==> src/rtl/avr_fetch_unit.sv <==
// Instruction fetch stage: streams words from synchronous program memory into a
// two-entry buffer, assembles one/two-word AVR instructions and shares the port with LPM.
module avr_fetch_unit (
  input  logic        clk,
  input  logic        rst,
  output logic [13:0] pmem_addr,
  input  logic [15:0] pmem_dout,
  output logic [15:0] ir,
  output logic [15:0] ir_ext,
  output logic [13:0] ir_pc,
  output logic        ir_two,
  output logic        ir_valid,
  input  logic        ir_ready,
  input  logic        redirect,
  input  logic [13:0] redirect_pc,
  input  logic        lpm_req,
  input  logic [13:0] lpm_addr,
  output logic [15:0] lpm_data,
  output logic        lpm_done
);

  typedef enum logic [1:0] {L_IDLE, L_ADDR, L_DATA, L_DONE} lpm_state_e;

  lpm_state_e  lst_q, lst_d;
  logic [13:0] fa_q, fa_d;
  logic [13:0] a0_q, a0_d, a1_q, a1_d;
  logic [15:0] w0_q, w0_d, w1_q, w1_d;
  logic [13:0] infl_addr_q, infl_addr_d;
  logic [1:0]  cnt_q, cnt_d;
  logic        infl_q, infl_d;
  logic [15:0] lpm_data_q;

  logic [1:0]  pop;
  logic [1:0]  rem;
  logic [2:0]  occ;
  logic        head_two;
  logic        issue;
  logic        lpm_port;
  logic        lpm_capture;

  // LDS/STS (1001 00xd dddd 0000 / 1001 001r rrrr 0000) and JMP/CALL (1001 010k kkkk 11xk)
  function automatic logic is_two_word(input logic [15:0] w);
    return ((w & 16'hFE0F) == 16'h9000) ||
           ((w & 16'hFE0F) == 16'h9200) ||
           ((w & 16'hFE0C) == 16'h940C);
  endfunction

  assign head_two = (cnt_q != 2'd0) && is_two_word(w0_q);
  assign ir_valid = (cnt_q != 2'd0) && (!head_two || (cnt_q == 2'd2));
  assign pop      = (ir_valid && ir_ready) ? (head_two ? 2'd2 : 2'd1) : 2'd0;
  assign rem      = cnt_q - pop;
  assign occ      = {1'b0, cnt_q} + {2'b00, infl_q} - {1'b0, pop};
  // Only issue when the word it returns is guaranteed a free slot
  assign issue    = !redirect && !lpm_port && (occ <= 3'd1);

  assign ir       = w0_q;
  assign ir_ext   = w1_q;
  assign ir_pc    = a0_q;
  assign ir_two   = head_two;
  assign lpm_data = lpm_data_q;

  always_comb begin
    if (redirect)      pmem_addr = redirect_pc;
    else if (lpm_port) pmem_addr = lpm_addr;
    else               pmem_addr = fa_q;
  end

  always_comb begin
    w0_d        = w0_q;
    a0_d        = a0_q;
    w1_d        = w1_q;
    a1_d        = a1_q;
    cnt_d       = cnt_q;
    infl_d      = infl_q;
    infl_addr_d = infl_addr_q;
    fa_d        = fa_q;
    if (redirect) begin
      cnt_d       = 2'd0;
      infl_d      = 1'b1;
      infl_addr_d = redirect_pc;
      fa_d        = redirect_pc + 14'd1;
    end else begin
      if (pop == 2'd1) begin
        w0_d = w1_q;
        a0_d = a1_q;
      end
      if (infl_q) begin
        if (rem == 2'd0) begin
          w0_d = pmem_dout;
          a0_d = infl_addr_q;
        end else begin
          w1_d = pmem_dout;
          a1_d = infl_addr_q;
        end
      end
      cnt_d  = occ[1:0];
      infl_d = issue;
      if (issue) begin
        infl_addr_d = fa_q;
        fa_d        = fa_q + 14'd1;
      end
    end
  end

  always_ff @(posedge clk or posedge rst) begin
    if (rst) begin
      fa_q        <= '0;
      w0_q        <= '0;
      a0_q        <= '0;
      w1_q        <= '0;
      a1_q        <= '0;
      cnt_q       <= '0;
      infl_q      <= 1'b0;
      infl_addr_q <= '0;
    end else begin
      fa_q        <= fa_d;
      w0_q        <= w0_d;
      a0_q        <= a0_d;
      w1_q        <= w1_d;
      a1_q        <= a1_d;
      cnt_q       <= cnt_d;
      infl_q      <= infl_d;
      infl_addr_q <= infl_addr_d;
    end
  end

  always_ff @(posedge clk or posedge rst) begin
    if (rst) lst_q <= L_IDLE;
    else     lst_q <= lst_d;
  end

  // A redirect steals the port from L_ADDR, so the LPM read is retried next cycle
  always_comb begin
    lst_d = lst_q;
    case (lst_q)
      L_IDLE:  if (lpm_req) lst_d = L_ADDR;
      L_ADDR:  if (!redirect) lst_d = L_DATA;
      L_DATA:  lst_d = L_DONE;
      L_DONE:  lst_d = L_IDLE;
      default: lst_d = L_IDLE;
    endcase
  end

  always_comb begin
    lpm_port    = (lst_q == L_ADDR);
    lpm_capture = (lst_q == L_DATA);
    lpm_done    = (lst_q == L_DONE);
  end

  always_ff @(posedge clk or posedge rst) begin
    if (rst)              lpm_data_q <= '0;
    else if (lpm_capture) lpm_data_q <= pmem_dout;
  end

endmodule

==> config.mk <==
export PLATFORM = sky130hd
export DESIGN_NAME = avr_fetch_unit
export DESIGN_NICKNAME = d
export VERILOG_FILES = /design/src/rtl/avr_fetch_unit.sv
export SDC_FILE = /design/constraint.sdc
export NUM_CORES = 1
export LEC_CHECK = 0
export BUFFER_PORTS_ARGS = -buffer_cell sky130_fd_sc_hd__buf_2
export CAP_MARGIN = 25
export CORE_MARGIN = 2
export CORE_UTILIZATION = 45
export CTS_CLUSTER_SIZE = 25
export DETAILED_ROUTE_END_ITERATION = 10
export PLACE_DENSITY = 0.69
export SLEW_MARGIN = 40
export SYNTH_ARGS = -nofsm -noshare
export SYNTH_HDL_FRONTEND = slang
export SYNTH_SLANG_ARGS = --single-unit
==> constraint.sdc <==
create_clock -name clk -period 5.1 [get_ports clk]
set_input_delay 1.53 -clock clk [delete_from_list [all_inputs] [get_ports clk]]
set_output_delay 1.53 -clock clk [all_outputs]
set_load 0.01 [all_outputs]
==> qor.txt <==
outcome: finished with violations
failing checks: DRC
Post-synth EDFFs: 0
Hold Path Cell Cnt: 1
Clock Latency Late Sink: 0.34 ns
Synth top area share: 0.510
Die Width: 113 µm
synth warn: 0
Antenna diodes: 0
Async S/R FF share, synth: 1.00
Final Hold Fails: 0
internal power: 0.00257 W
HP Class: flop to flop
Post-DRT Antenna Nets: 0
Synth Area in Simple Gates: 0.127
first-pass GRT wire length: 20.7 mm
Max Cap Violations: 0
Power Density: 649 nW/µm²
Post-Synth Adder-Cell Area: 0.0248
Setup Skew: 0.0105 ns
TNS Setup: 0 ns
Num CTS Buffers: 9
Overall Global Routing Usage: 0.202
Post-CTS Setup Bufs: 0
Worst IR Drop VDD: 0.000232 V
Slew headroom: 0.521
total gr overflow: 0
Seq cells post-synth: 109
Min Clock Period, post-route: 4.17 ns
synth unique cells: 43
Net Sw Frac: 0.384
FMAX: 0.240 GHz
Critical Path End Type: output pin
Syn Area/Cell: 11.5 µm²
worst path required time: 3.57 ns
vias in the first global route: 4029
RSZ-0062 raised after global routing: false
NetSw: 0.00161 W
Crit Reg-Reg Endpoint: infl_addr_q[1]
CTS HTree Levels: 3
pin count of the biggest net entering global routing: 74
worst-case clock buffer depth: 2
DR WL/cell: 17.2 µm
period utilisation layout: 0.818
Filler cells: 1008
Worst EP arrival: 2.64 ns
CTS Root Cell: clkbuf_16
worst r2r src: ir[0]
mux contribution to synthesized area: 0.150
leakage power: 2.88 nW
Post-CTS Hold Fix Bufs: 0
dpl cells: 715
Top FF cell, synth: dfrtp_1
GPL Wtd Cong: 0.868
min-delay src: a1_q[10]
count leader, synth: dfrtp_1
via count: 4136
Post-Synthesis Cells: 465
Syn Nets: 524
Post-layout nets: 642
clock sinks: 109
layout cells sized above 1: 0.357
TritonRoute pass-1 iters: 7
starting density of the core: 0.464
# IOs: 128
clock network fraction of total power: 0.168
final std cells w/o fill: 731
critical setup path kind: primary input to output pin
Worst Max-Slew Pin Slew: 0.718 ns
IO Port Bufs: 127
die area: 12800 µm²
area of the multi-input gates: 2480 µm²
DRT iter0 DRCs: 298
height of the die: 113 µm
CTS tree: done
reg2reg path depth: 11
row cnt: 39
Setup violations, final: 0
antenna violations before repair: 0
Mapped Area: 5350 µm²
share of the yosys chip area belonging to registers: 0.510
Synth area leader: dfrtp_1
top cells by area, synth: dfrtp_1 (51%), o221a_2 (6.5%), mux2_1 (6.3%)
Seq. cell area: 2730 µm²
final WL: 12.6 mm
area delta synth->final: 20.4%
xor/xnor share of the synthesized area: 0.0377
Post-CTS Resized: 0
CP Max Fanout: 16
synth cell count leaders: dfrtp_1 (109), nand2_1 (38), o221a_2 (31), or3_1 (31), mux2_1 (30)
Gate power share: 0.452
Remaining DRCs: 12
largest family of logic cells by synthesized area: multiplexers
FF-to-FF setup slack: 1.29 ns
hpwl dp: 8.79 mm
Compound-Gate Fraction of Synth Area: 0.119
Core Box Area: 11500 µm²
DR vias/cell: 5.66
Hold EP: a1_q[10]
CP Launch Type: primary input
sequential power share: 0.380
max-slew violations: 0
CTS clk-pin slew, worst paths: 0.07 ns
## state kept, by name, indices dropped and copies added (netlist names)
name	count
infl_addr_q	14
lst_q	2
cnt_q	2
lpm_data	16
a1_q	14
ir_ext	16
ir_pc	14
ir	16
fa_q	14
infl_q	1
## layout make-up
| class | instances | area share |
|---|---|---|
| Sequential cell | 109 | 0.424 |
| Multi-Input combinational cell | 316 | 0.385 |
| Timing Repair Buffer | 136 | 0.109 |
| Clock buffer | 11 | 0.0377 |
| Tap cell | 143 | 0.0278 |
| Clock inverter | 5 | 0.00933 |
| Inverter | 11 | 0.00719 |
## cells in the final DEF, fill, tap and decap left out, drive strengths merged, types with 2 or more instances in the layout
cell and instances:
dfrtp 109, a211oi 2, clkinv 4, xnor2 6, and3 5, ha 9, o221a 31, xor2 17
nand3 8, a31oi 9, or3 31, buf 136, mux2 47, nor2b 5, and2 3, nor3 2
and3b 2, nand4 7, nor2 20, clkbuf 11, a21oi 17, nand2 38, o21ai 17, nand4b 3
inv 10, mux2i 27
## worst max-delay path by stage
stage | startpoint | to | cells past startpoint
after floorplan | rst | a1_q[0] | 1
after global placement | ir_ready | infl_addr_q[1] | 12
after detailed placement | ir_ready | infl_addr_q[1] | 12
after CTS | redirect | pmem_addr[3] | 6
after global routing | redirect | pmem_addr[2] | 6
final | redirect | pmem_addr[3] | 6
## through the flow
stage | utilization | worst slack (ns) | total power, W | cell area [µm²] | hold slack (ns)
final | 0.559 | 0.930 | 0.00418 | 6440 | 0.490
after detailed placement | 0.532 | 0.753 | 0.00350 | 6130 | 0.477
after global routing | 0.559 | 0.822 | 0.00448 | 6440 | 0.505
after global placement | 0.532 | 0.853 | 0.00343 | 6130 | 0.468
after floorplan | - | 0.696 | 0.00282 | 5350 | 0.459
after CTS | 0.559 | 0.942 | 0.00421 | 6430 | 0.492
## critical path, cell delays in order
cell     delay, ns
buf_2         0.10
inv_1         0.35
buf_4         0.30
nor2_1        0.09
a21oi_1       0.12
buf_2         0.14
## layer usage
metal,wire [µm],global-route usage,vias to the layer above,part of all wire
li1,-,-,1927,-
met1,6020,0.296,2061,0.48
met2,5800,0.314,142,0.46
met3,655,0.0305,6,0.052
met4,77,0.0577,0,0.0061
met5,0,0,-,0
## cell families after synthesis
family | count (synthesis)
buf+inv | 40
mux | 74
fa+ha+maj | 10
xor+xnor | 23
compound gates | 80
simple gates | 129
flops | 109
## power groups by stage
stage / clock network (W) / registers [W] / logic, W
finish: 0.000702 / 0.00159 / 0.00189
global route: 0.000758 / 0.00164 / 0.00208
CTS: 0.000718 / 0.00159 / 0.00191
detailed placement: 0 / 0.00160 / 0.00190
global placement: 0 / 0.00157 / 0.00186
floorplan: 0 / 0.00164 / 0.00119
Power figures use the tool's default switching activity.
